<file path="config.mk">
export PLATFORM = sky130hd
export DESIGN_NAME = pipeline_latch_bank
export DESIGN_NICKNAME = d
export VERILOG_FILES = /design/src/rtl/cpu_types_pkg.sv /design/src/rtl/pipeline_latch_if.sv /design/src/rtl/pipe_stage_reg.sv /design/src/rtl/pipeline_latch_bank.sv
export SDC_FILE = /design/constraint.sdc
export NUM_CORES = 1
export LEC_CHECK = 0
export ABC_CLOCK_PERIOD_IN_PS = 1900
export BUFFER_PORTS_ARGS = -buffer_cell sky130_fd_sc_hd__buf_2
export CAP_MARGIN = 40
export CORE_AREA = 2 2 303 305
export CTS_CLUSTER_SIZE = 28
export DETAILED_ROUTE_END_ITERATION = 10
export DIE_AREA = 0 0 305 307
export MAX_ROUTING_LAYER = met4
export PLACE_DENSITY = 0.54
export RECOVER_POWER = 25
export SYNTH_ARGS = -nofsm -noshare
export SYNTH_HDL_FRONTEND = slang
export SYNTH_SLANG_ARGS = --single-unit
</file>
<file path="constraint.sdc">
create_clock -name CLK -period 1.9 [get_ports CLK]
set_clock_uncertainty 0.2 [all_clocks]
set_input_delay 0.19 -clock CLK [delete_from_list [all_inputs] [get_ports CLK]]
set_output_delay 0.19 -clock CLK [all_outputs]
set_load 0.005 [all_outputs]
</file>
<file path="src/rtl/cpu_types_pkg.sv">
// Shared datapath types for the pipelined CPU: word/register typedefs and
// the four pipeline-register payload structs.
package cpu_types_pkg;

    localparam int unsigned WORD_W = 32;
    localparam int unsigned REG_W  = 5;

    typedef logic [WORD_W-1:0] word_t;
    typedef logic [REG_W-1:0]  regbits_t;

    typedef struct packed {
        word_t instr;
        word_t npc;
    } ifid_t;

    typedef struct packed {
        word_t    rdat1;
        word_t    rdat2;
        word_t    imm;
        word_t    npc;
        regbits_t wsel;
        logic     wen;
        logic     dren;
        logic     dwen;
        logic     halt;
    } idex_t;

    typedef struct packed {
        word_t    alu_out;
        word_t    wdat;
        regbits_t wsel;
        logic     wen;
        logic     dren;
        logic     dwen;
        logic     halt;
    } exmem_t;

    typedef struct packed {
        word_t    alu_out;
        word_t    dload;
        regbits_t wsel;
        logic     wen;
        logic     halt;
    } memwb_t;

endpackage

</file>
<file path="src/rtl/pipeline_latch_if.sv">
// Control/data bundle between the hazard unit and the pipeline latch bank;
// mirrors hazard_unit_if with a latch-side (pl) and a hazard-side (hz) view.
interface pipeline_latch_if;
    import cpu_types_pkg::*;

    logic   ifW, idW, exW, memW;
    logic   ifRST, idRST, exRST, memRST;
    ifid_t  ifid_in,  ifid_out;
    idex_t  idex_in,  idex_out;
    exmem_t exmem_in, exmem_out;
    memwb_t memwb_in, memwb_out;
    logic   ifid_v, idex_v, exmem_v, memwb_v;
    logic   halt;

    modport pl (
        input  ifW, idW, exW, memW, ifRST, idRST, exRST, memRST,
        input  ifid_in, idex_in, exmem_in, memwb_in,
        output ifid_out, idex_out, exmem_out, memwb_out,
        output ifid_v, idex_v, exmem_v, memwb_v, halt
    );

    modport hz (
        output ifW, idW, exW, memW, ifRST, idRST, exRST, memRST,
        output ifid_in, idex_in, exmem_in, memwb_in,
        input  ifid_out, idex_out, exmem_out, memwb_out,
        input  ifid_v, idex_v, exmem_v, memwb_v, halt
    );

endinterface

</file>
<file path="src/rtl/pipe_stage_reg.sv">
// One pipeline register of arbitrary payload type with flush/write/hold
// priority, a valid bit, and a freeze input that overrides everything.
module pipe_stage_reg #(
    parameter type T = logic
) (
    input  logic clk,
    input  logic rst_n,
    input  logic freeze,
    input  logic w,
    input  logic flush,
    input  logic v_in,
    input  T     d,
    output T     q,
    output logic v
);

    always_ff @(posedge clk or negedge rst_n) begin
        if (!rst_n) begin
            q <= '0;
            v <= 1'b0;
        end else if (!freeze) begin
            if (flush) begin
                q <= '0;
                v <= 1'b0;
            end else if (w) begin
                q <= d;
                v <= v_in;
            end
        end
    end

endmodule

</file>
<file path="src/rtl/pipeline_latch_bank.sv">
// IF/ID, ID/EX, EX/MEM, MEM/WB pipeline registers with per-stage valid,
// sticky halt and optional stall/flush counters (PIPE_PERF_CNT_EN).
module pipeline_latch_bank
    import cpu_types_pkg::*;
#(
    parameter int unsigned CNT_W = 32
) (
    input  logic             CLK,
    input  logic             nRST,
    input  logic             ifW,
    input  logic             idW,
    input  logic             exW,
    input  logic             memW,
    input  logic             ifRST,
    input  logic             idRST,
    input  logic             exRST,
    input  logic             memRST,
    input  ifid_t            ifid_in,
    input  idex_t            idex_in,
    input  exmem_t           exmem_in,
    input  memwb_t           memwb_in,
    output ifid_t            ifid_out,
    output idex_t            idex_out,
    output exmem_t           exmem_out,
    output memwb_t           memwb_out,
    output logic             ifid_v,
    output logic             idex_v,
    output logic             exmem_v,
    output logic             memwb_v,
    output logic             halt,
    output logic [CNT_W-1:0] stall_cnt,
    output logic [CNT_W-1:0] flush_cnt
);

    pipeline_latch_if plif ();

    memwb_t memwb_raw;
    logic   halt_q;

    assign plif.ifW      = ifW;
    assign plif.idW      = idW;
    assign plif.exW      = exW;
    assign plif.memW     = memW;
    assign plif.ifRST    = ifRST;
    assign plif.idRST    = idRST;
    assign plif.exRST    = exRST;
    assign plif.memRST   = memRST;
    assign plif.ifid_in  = ifid_in;
    assign plif.idex_in  = idex_in;
    assign plif.exmem_in = exmem_in;
    assign plif.memwb_in = memwb_in;

    pipe_stage_reg #(.T(ifid_t)) u_ifid (
        .clk(CLK), .rst_n(nRST), .freeze(halt_q),
        .w(plif.ifW), .flush(plif.ifRST), .v_in(1'b1),
        .d(plif.ifid_in), .q(plif.ifid_out), .v(plif.ifid_v)
    );

    pipe_stage_reg #(.T(idex_t)) u_idex (
        .clk(CLK), .rst_n(nRST), .freeze(halt_q),
        .w(plif.idW), .flush(plif.idRST), .v_in(plif.ifid_v),
        .d(plif.idex_in), .q(plif.idex_out), .v(plif.idex_v)
    );

    pipe_stage_reg #(.T(exmem_t)) u_exmem (
        .clk(CLK), .rst_n(nRST), .freeze(halt_q),
        .w(plif.exW), .flush(plif.exRST), .v_in(plif.idex_v),
        .d(plif.exmem_in), .q(plif.exmem_out), .v(plif.exmem_v)
    );

    pipe_stage_reg #(.T(memwb_t)) u_memwb (
        .clk(CLK), .rst_n(nRST), .freeze(halt_q),
        .w(plif.memW), .flush(plif.memRST), .v_in(plif.exmem_v),
        .d(plif.memwb_in), .q(memwb_raw), .v(plif.memwb_v)
    );

    // A bubble in MEM/WB must never write the register file.
    always_comb begin
        plif.memwb_out     = memwb_raw;
        plif.memwb_out.wen = memwb_raw.wen & plif.memwb_v;
    end

    // Sticky halt: set once a valid HALT sits in MEM/WB, cleared only by reset.
    always_ff @(posedge CLK or negedge nRST) begin
        if (!nRST) begin
            halt_q <= 1'b0;
        end else if (plif.memwb_v && memwb_raw.halt) begin
            halt_q <= 1'b1;
        end
    end

    assign plif.halt = halt_q;

    assign ifid_out  = plif.ifid_out;
    assign idex_out  = plif.idex_out;
    assign exmem_out = plif.exmem_out;
    assign memwb_out = plif.memwb_out;
    assign ifid_v    = plif.ifid_v;
    assign idex_v    = plif.idex_v;
    assign exmem_v   = plif.exmem_v;
    assign memwb_v   = plif.memwb_v;
    assign halt      = plif.halt;

`ifdef PIPE_PERF_CNT_EN
    logic [CNT_W-1:0] stall_q;
    logic [CNT_W-1:0] flush_q;

    always_ff @(posedge CLK or negedge nRST) begin
        if (!nRST) begin
            stall_q <= '0;
            flush_q <= '0;
        end else if (!halt_q) begin
            if (!ifW) begin
                stall_q <= stall_q + CNT_W'(1);
            end
            if (ifRST || idRST) begin
                flush_q <= flush_q + CNT_W'(1);
            end
        end
    end

    assign stall_cnt = stall_q;
    assign flush_cnt = flush_q;
`else
    assign stall_cnt = '0;
    assign flush_cnt = '0;
`endif

endmodule

</file>
==> qor_table.md, run 1 <==
| Item | Reported | Unit |
| --- | --- | --- |
| Result of the run | finished, final reports clean | - |
| Hold_ws | 0.0265 | ns |
| Overflow left after global routing | 0 | - |
| Setup crit end | halt | - |
| Count of pins on the block boundary | 769 | - |
| Post-Synthesis Mean Instance Area | 9.39 | µm² |
| Synth Warn # | 0 | - |
| Final total negative setup slack | 0 | ns |
| Antenna Violating Nets Remaining | 0 | - |
| Buffer levels on the longest clock path | 3 | - |
| WP data required | 1.51 | ns |
| Syn Std Cell Area | 19,500 | µm² |
| Pin count of the biggest net entering global routing | 96 | - |
| Leak | 14.9 | nW |
| Maximum fanout along the worst path | 33 | - |
| Wire length of the first global-routing pass | 111,000 | µm |
| Total DRC errors in the routed layout | 0 | - |
| Share of the cycle needed by the critical path after routing | 95.6 | % |
| Antenna violations before repair | 4 | - |
| Sequential share of power | 42.6 | % |
| Switching fraction of total power | 24.9 | % |
| Number of vias per cell after detailed routing | 4.39 | - |
| Slew @ Worst Pin | 0.863 | ns |
| Share of the yosys chip area belonging to registers | 44.9 | % |
| Syn Inst Count | 2,077 | - |
| Detailed placer's ending HPWL | 48,600 | µm |
| Nets | 3,355 | - |
| Fin. max-slew vios | 0 | - |
| Post-CTS clock slew at the launch and capture registers of the worst setup and hold paths | 0.06 | ns |
| Min Clock Period, post-route | 1.82 | ns |
| Count of endpoints failing setup in the final report | 0 | - |
| Register-to-register setup slack | 0.09 | ns |
| Storage element area | 8760 | µm² |
| VDD IR max | 482 | µV |
| F_max | 551 | MHz |
| Core area | 90,700 | µm² |
| Clock power frac | 47.1 | % |
| Number of clock sinks seen by CTS | 350 | - |
| Maximum single-stage delay on the critical path | 0.50 | ns |
| PnR Total Power | 17.5 | mW |
| Area of the multi-input gates | 7680 | µm² |
| Hold violation count in the final report | 0 | - |
| Clock latency reported for the late side of the worst-skew pair | 0.56 | ns |
| Worst path setup slack after routing | 0.0835 | ns |
| Share of layout cells above drive strength 1 | 26.4 | % |
| Drt wl/cell | 17.2 | µm |
| Die ar. | 93,600 | µm² |
| H-tree levels | 2 | - |
| Placer's final routability congestion estimate | 0.803 | - |
| Crit path DAT | 1.43 | ns |
| Post-Place Setup Slack | 0.179 | ns |
| Global-route total usage across every layer | 15.2 | % |
| Relative slew slack | 42.5 | % |
| Start point of the critical path | halt$_DFFE_PN0P_ | - |
| Internal Pwr Total | 13.1 | mW |
| Pwr per Cell Area | 611 | nW/µm² |
| Part of the total power dissipated in combinational logic | 10.3 | % |
| Number of different library cells in the post-synthesis netlist | 17 | - |
| Setup CP Type | reg2out | - |
| Total wire length after detailed routing | 72,500 | µm |
| Via total after detailed routing | 18.5k | - |
| Endpoint class of the critical path | primary output | - |
| Area delta synth->final | 46.9 | % |
| Net load switching power | 4.36 | mW |
| Worst reg-to-reg path cell count | 4 | - |
| Number of synthesized register bits | 350 | - |
| Horizontal die dimension | 305 | µm |
| CTS tree | built | - |
| CTS root buf | sky130_fd_sc_hd__clkbuf_16 | - |
| Total number of placement rows | 111 | - |
| RSZ-0062 raised after global routing | false | - |
| Fillcell total | 9,399 | - |
| Number of iterations in the first detailed-routing pass | 5 | - |
| Count of buffers from port buffering | 704 | - |
| DRC violation total after the first TritonRoute iteration | 1,274 | - |
| Post-route cell area | 28,700 | µm² |
| CTS Buf Count | 44 | - |
| Worst r2r src | halt$_DFFE_PN0P_ | - |
| Standard cell area after detailed placement | 23,800 | µm² |
| Critical R2R Capture | u_memwb.q[70]$_DFFE_PN0P_ | - |
| DIE HEIGHT | 307 | µm |
| Class of the worst hold path | in2reg | - |
| Startpoint type of the worst setup path | flip-flop | - |
| Critical path's slowest cell | sky130_fd_sc_hd__dfrtp_4 | - |
| Number of max-cap violations | 0 | - |
| Number of global-route vias before repair | 18.4k | - |
| Ordered cell list for the critical path | buf_16 > buf_2 | - |
| Starting density of the core | 21.5 | % |
-- power by group through the flow --
stage	logic [mW]	clock network, mW	registers (mW)
floorplan	0.490	0	7.59
global placement	1.24	0	7.59
detailed placement	1.23	0	7.59
CTS	1.82	8.56	7.46
global route	1.94	8.86	7.45
finish	1.80	8.24	7.46
-- timing repair --
item                                    in CTS  in global routing
endpoints found under the setup margin       1                 10
pin swaps                                    0                  1
hold endpoints to repair                   698                  0
cloned                                       1                  1
buffers inserted                             2                  1
resized for setup                            2                  3
hold buffers                               353                  0
-- sequential cells by signal, indices dropped and copies added, names as in the netlist --
register and count:
u_idex.v 1, u_ifid.q 64, u_idex.q 137, u_exmem.q 73, halt 1, u_ifid.v 1
u_exmem.v 1, u_memwb.v 1, u_memwb.q 71
-- worst max-delay path, delay by kind of cell (launching register included) --
family,cells,cell delay (ns)
flip-flops,1,0.50
buffers and inverters,2,0.33
-- stage by stage --
step | util, % | cells
after CTS | 31.8 | 4217
final | 31.6 | 4224
after global placement | 26.3 | 3783
after global routing | 31.6 | 4223
after floorplan | - | 2140
after detailed placement | 26.3 | 3783
-- layout make-up --
class / count / share of cell area, %
Sequential cell: 350 / 30.6
Timing Repair Buffer: 1139 / 28.0
Multi-Input combinational cell: 1116 / 26.8
Tap cell: 1186 / 5.18
Inverter: 349 / 4.57
Clock buffer: 64 / 4.35
Clock inverter: 15 / 0.472
Antenna cell: 5 / 0.0437
-- per-layer routing --
metal | part of all wire (%) | vias to the layer above | global-route usage [%]
met2 | 48 | 705 | 24.9
met5 | 0 | - | -
li1 | - | 8837 | -
met3 | 5.9 | 103 | 2.96
met1 | 43 | 8902 | 19.0
met4 | 2.7 | 0 | 4.70
-- cell usage after synthesis, drive strengths merged --
| cell | instances | area, µm² |
|---|---|---|
| inv | 349 | 1310 |
| nor2 | 1 | 3.75 |
| a2bb2oi | 1 | 8.76 |
| nand2 | 348 | 1310 |
| o21ai | 1 | 5.00 |
| conb | 1 | 3.75 |
| clkbuf | 74 | 278 |
| nand3b | 348 | 2610 |
| buf | 251 | 1710 |
| nor2b | 1 | 6.26 |
| or2 | 4 | 25.0 |
| o221ai | 348 | 3490 |
| dfrtp | 350 | 8760 |
-- worst min-delay path by stage --
stage / startpoint / to / cells past startpoint / slack [ns]
finish: exW / u_exmem.q[15]$_DFFE_PN0P_ / 4 / 0.03
global route: memW / u_memwb.q[59]$_DFFE_PN0P_ / 4 / 0.03
global placement: nRST / u_memwb.q[5]$_DFFE_PN0P_ / 1 / 0.02
CTS: exW / u_exmem.q[56]$_DFFE_PN0P_ / 4 / 0.005
detailed placement: nRST / u_memwb.q[5]$_DFFE_PN0P_ / 1 / 0.02
floorplan: nRST / halt$_DFFE_PN0P_ / 0 / -0.31
-- cells in the final DEF (no fill, tap or decap), types with 2 or more instances in the layout --
cell type / count
sky130_fd_sc_hd__or2_2: 2
sky130_fd_sc_hd__o221ai_1: 281
sky130_fd_sc_hd__nand3b_1: 348
sky130_fd_sc_hd__buf_1: 3
sky130_fd_sc_hd__buf_16: 4
sky130_fd_sc_hd__dlygate4sd3_1: 353
sky130_fd_sc_hd__dfrtp_1: 349
sky130_fd_sc_hd__clkbuf_16: 46
sky130_fd_sc_hd__buf_2: 578
sky130_fd_sc_hd__clkbuf_8: 5
sky130_fd_sc_hd__diode_2: 5
sky130_fd_sc_hd__o221ai_2: 67
sky130_fd_sc_hd__clkinv_2: 10
sky130_fd_sc_hd__inv_1: 349
sky130_fd_sc_hd__clkbuf_1: 134
sky130_fd_sc_hd__bufinv_16: 2
sky130_fd_sc_hd__clkinv_4: 2
sky130_fd_sc_hd__clkbuf_4: 2
sky130_fd_sc_hd__nand2_1: 348
sky130_fd_sc_hd__conb_1: 64
sky130_fd_sc_hd__buf_4: 43
sky130_fd_sc_hd__buf_12: 29
sky130_fd_sc_hd__buf_6: 3
sky130_fd_sc_hd__or2_4: 2
-- logic make-up after synthesis --
family          Yosys count  share of synthesized area, %
other cells               1                        0.0192
buf+inv                 674                          16.9
flops                   350                          44.9
compound gates          350                          17.9
simple gates            702                          20.3
(Power assumes the default switching activity.)
==> inputs of run 2 (changes only) <==
--- a/config.mk
+++ b/config.mk
@@ -5,15 +5,16 @@
 export SDC_FILE = /design/constraint.sdc
 export NUM_CORES = 1
 export LEC_CHECK = 0
+export ABC_AREA = 1
 export ABC_CLOCK_PERIOD_IN_PS = 1900
 export BUFFER_PORTS_ARGS = -buffer_cell sky130_fd_sc_hd__buf_2
 export CAP_MARGIN = 40
-export CORE_AREA = 2 2 303 305
+export CORE_AREA = 2 2 302 304
 export CTS_CLUSTER_SIZE = 28
 export DETAILED_ROUTE_END_ITERATION = 10
-export DIE_AREA = 0 0 305 307
+export DIE_AREA = 0 0 304 306
 export MAX_ROUTING_LAYER = met4
-export PLACE_DENSITY = 0.54
+export PLACE_DENSITY = 0.49
 export RECOVER_POWER = 25
 export SYNTH_ARGS = -nofsm -noshare
 export SYNTH_HDL_FRONTEND = slang
==> qor_table.md, run 2 <==
| Item | Reported | Unit | Change |
| --- | --- | --- | --- |
| DIE HEIGHT | 306 | µm | -0.33% |
| Standard cell area after detailed placement | 19,900 | µm² | -16% |
| PnR Total Power | 20.6 | mW | +18% |
| Number of cells traversed by the worst hold path | 4 | - | unchanged |
| Hold violation count in the final report | 0 | - | unchanged |
| Starting density of the core | 17.2 | % | -4.3 points |
| Synth Area in Simple Gates | 31.3 | % | +11 points |
| Fillcell total | 9,565 | - | +1.8% |
| F_max | 546 | MHz | -0.83% |
| Pwr per Cell Area | 822 | nW/µm² | +35% |
| CTS tree | built | - |  |
| Largest Register | u_idex.q | - |  |
| Endpoint class of the critical path | flip-flop | - |  |
| Async set or reset register ratio after synthesis | 100 | % | unchanged |
| Slew @ Worst Pin | 0.741 | ns | -0.122 ns |
| Critical R2R Capture | u_exmem.v$_DFFE_PN0P_ | - |  |
| Compound-gate portion of the synthesized area | 0.228 | % | -18 points |
| Post-CTS clock slew at the launch and capture registers of the worst setup and hold paths | 0.06 | ns | about the same |
| Detailed placer's ending HPWL | 45,900 | µm | -5.5% |
| Die ar. | 93,000 | µm² | -0.65% |
| CTS root buf | sky130_fd_sc_hd__clkbuf_16 | - |  |
| CTS Buf Count | 45 | - | +2.3% |
| Total DRC errors in the routed layout | 0 | - | unchanged |
| Class of the worst hold path | in2reg | - |  |
| Post-route cell area | 25,000 | µm² | -13% |
| Hold Path End | u_idex.q[118]$_DFFE_PN0P_ | - |  |
| Antenna Violating Nets Remaining | 0 | - | unchanged |
| Crit path DAT | 2.10 | ns | +0.67 ns |
| DRC violation total after the first TritonRoute iteration | 1,277 | - | +0.24% |
| Setup CP Type | reg2reg | - |  |
| Count of pins on the block boundary | 769 | - | unchanged |
| Relative slew slack | 50.6 | % | +8.1 points |
| Share of the cycle needed by the critical path after routing | 96.4 | % | +0.80 points |
| H-tree levels | 2 | - | unchanged |
| Area delta synth->final | 62.6 | % |  |
| Syn Inst Count | 1,696 | - | -18% |
| Number of synthesized register bits | 350 | - | unchanged |
| VDD IR max | 469 | µV | -2.8% |
| Drt wl/cell | 17.1 | µm | -0.39% |
| Most frequent cells after synthesis | sky130_fd_sc_hd__nand2_1, sky130_fd_sc_hd__dfrtp_1, sky130_fd_sc_hd__nand4_1 | - |  |
| Largest area contributor in the netlist | sky130_fd_sc_hd__dfrtp_1 | - |  |
| Top Registers | u_idex.q x137, u_exmem.q x73, u_memwb.q x71 | - |  |
| Horizontal die dimension | 304 | µm | -0.33% |
| Number of max-cap violations | 0 | - | unchanged |
| Total wire length after detailed routing | 66,400 | µm | -8.4% |
| Share of the yosys chip area belonging to registers | 56.9 | % | +12 points |
| Global-route total usage across every layer | 14.0 | % | -1.2 points |
| Leading cell type by number of instances after synthesis | sky130_fd_sc_hd__nand2_1 | - |  |
| Share of layout cells above drive strength 1 | 32.0 | % | +5.7 points |
| Syn Std Cell Area | 15,400 | µm² | -21% |
| Adder and majority gate portion of the synthesized area | 0 | % | unchanged |
| End-of-flow core utilization | 27.9 | % | -3.7 points |
| Core area | 89,600 | µm² | -1.2% |
| Result of the run | finished, final reports clean | - |  |
| Synth Warn # | 0 | - | unchanged |
| Beginning of the worst hold path | idex_in[118] | - |  |
| Buffer levels on the longest clock path | 3 | - | unchanged |
| Max reg flops | 137 | - | unchanged |
| Register-to-register setup slack | 0.07 | ns | -0.02 ns |
| Pin count of the biggest net entering global routing | 66 | - | -31% |
| Nets | 3,030 | - | -9.7% |
| Worst reg-to-reg path cell count | 6 | - | +2 |
| Number of global-route vias before repair | 16.3k | - | -11% |
| Dominant combinational cell family by area after synthesis | simple AND/OR/NAND/NOR gates | - |  |
| Startpoint type of the worst setup path | flip-flop | - |  |
| Area share of the largest cell type after synthesis | 56.9 | % | +12 points |
| Placer's final routability congestion estimate | 0.874 | - | +8.8% |
| Overflow left after global routing | 0 | - | unchanged |
| Total number of placement rows | 110 | - | -0.90% |
| WP data required | 2.16 | ns | +0.65 ns |
| Via total after detailed routing | 15.9k | - | -14% |
| Post-Synthesis Mean Instance Area | 9.07 | µm² | -3.4% |
| Worst r2r src | halt$_DFFE_PN0P_ | - |  |
| Number of iterations in the first detailed-routing pass | 5 | - | unchanged |
| Leak | 13.7 | nW | -8.2% |
| Fin. max-slew vios | 0 | - | unchanged |
| Count of buffers from port buffering | 704 | - | unchanged |
| RSZ-0062 raised after global routing | false | - |  |
| Maximum fanout along the worst path | 10 | - | -70% |
| Post-synthesis xor/xnor area fraction | 0 | % | unchanged |
| Antenna violations before repair | 3 | - | -1 |
| Wire length of the first global-routing pass | 100,000 | µm | -9.9% |
| Multiplexer share of the synthesized area | 0 | % | unchanged |
| Hold_ws | 0.202 | ns | +0.175 ns |
| Final total negative setup slack | 0 | ns | unchanged |
| Number of different library cells in the post-synthesis netlist | 15 | - | -2 |
| Number of clock sinks seen by CTS | 350 | - | unchanged |
| Number of vias per cell after detailed routing | 4.08 | - | -7.0% |
| Count of endpoints failing setup in the final report | 0 | - | unchanged |
| Count of flip-flops with a built-in enable after synthesis | 0 | - | unchanged |
| Most frequent cells in the layout | sky130_fd_sc_hd__nand2_1, sky130_fd_sc_hd__buf_2, sky130_fd_sc_hd__dlygate4sd3_1 | - |  |
| Main flop type after synthesis | sky130_fd_sc_hd__dfrtp_1 | - |  |
| Min Clock Period, post-route | 1.83 | ns | +0.0151 ns |
| Cells taking the most area after synthesis | sky130_fd_sc_hd__dfrtp_1, sky130_fd_sc_hd__nand2_1, sky130_fd_sc_hd__nand4_1 | - |  |
| Clock latency reported for the late side of the worst-skew pair | 0.56 | ns | about the same |
run 2: area by class of cell:
type	instances	area, µm²	area share [%]
clock buffers	63	1280	5.13
inverters	6	37.5	0.150
clock inverters	18	235	0.940
diodes	1	2.50	0.0100
multi-input cells	1118	5120	20.5
well taps	1176	1470	5.88
flip-flops and latches	350	8760	35.0
repair buffers	1154	8120	32.4
run 2: cell families (layout without fill, tap and decap cells):
logic type,Yosys count,count (layout)
other,1,65
AOI/OAI and AO/OA,4,4
buffers and inverters,291,1241
DFF,350,350
and+or+nand+nor,1050,1050
run 2: metrics by stage:
stage	std cells	worst slack [ns]
2_1_floorplan	1759	0.562
3_3_place_gp	3440	0.230
3_5_place_dp	3440	0.231
4_1_cts	3882	0.0144
5_1_grt	3886	0.0135
6_report	3886	0.0683
run 2: report_power, final:
group          leakage [nW]  total (mW)  switching (mW)  internal (mW)
Clock                 0.752        8.93            3.53           5.40
Combinational          8.28        3.52            1.93           1.59
Sequential             4.66        8.12           0.246           7.87
run 2: layer usage:
metal  GRT usage (%)  wire (µm)  vias to the layer above
met1            17.3      27900                     7611
li1                -          -                     7469
met3            2.68       4020                      140
met4            4.86       2360                        0
met2            23.0      32100                      642
met5               -          0                        -
run 2: worst max-delay path by stage:
| stage | from | to | cells after the start |
|---|---|---|---|
| 6_report | halt$_DFFE_PN0P_ | u_exmem.v$_DFFE_PN0P_ | 6 |
| 5_1_grt | halt$_DFFE_PN0P_ | u_exmem.v$_DFFE_PN0P_ | 6 |
| 4_1_cts | exRST | u_exmem.q[5]$_DFFE_PN0P_ | 7 |
| 3_5_place_dp | halt$_DFFE_PN0P_ | u_idex.q[43]$_DFFE_PN0P_ | 5 |
| 3_3_place_gp | halt$_DFFE_PN0P_ | u_idex.q[43]$_DFFE_PN0P_ | 5 |
| 2_1_floorplan | halt$_DFFE_PN0P_ | u_ifid.q[23]$_DFFE_PN0P_ | 7 |
run 2: worst max-delay path: stages (launching register included):
cell                            delay [ns]
sky130_fd_sc_hd__dfrtp_1              0.43
sky130_fd_sc_hd__inv_8                0.16
sky130_fd_sc_hd__buf_4                0.16
sky130_fd_sc_hd__o21ai_4              0.08
sky130_fd_sc_hd__dlygate4sd3_1        0.57
sky130_fd_sc_hd__nand2_1              0.06
sky130_fd_sc_hd__nand2_1              0.05
run 2: repair_timing:
| action | in CTS | in global routing |
|---|---|---|
| endpoints found under the hold margin | 698 | 0 |
| hold buffers | 361 | 0 |
| gates resized for setup | 0 | 4 |
| endpoints found under the setup margin | 0 | 4 |
| setup buffers | 0 | 2 |
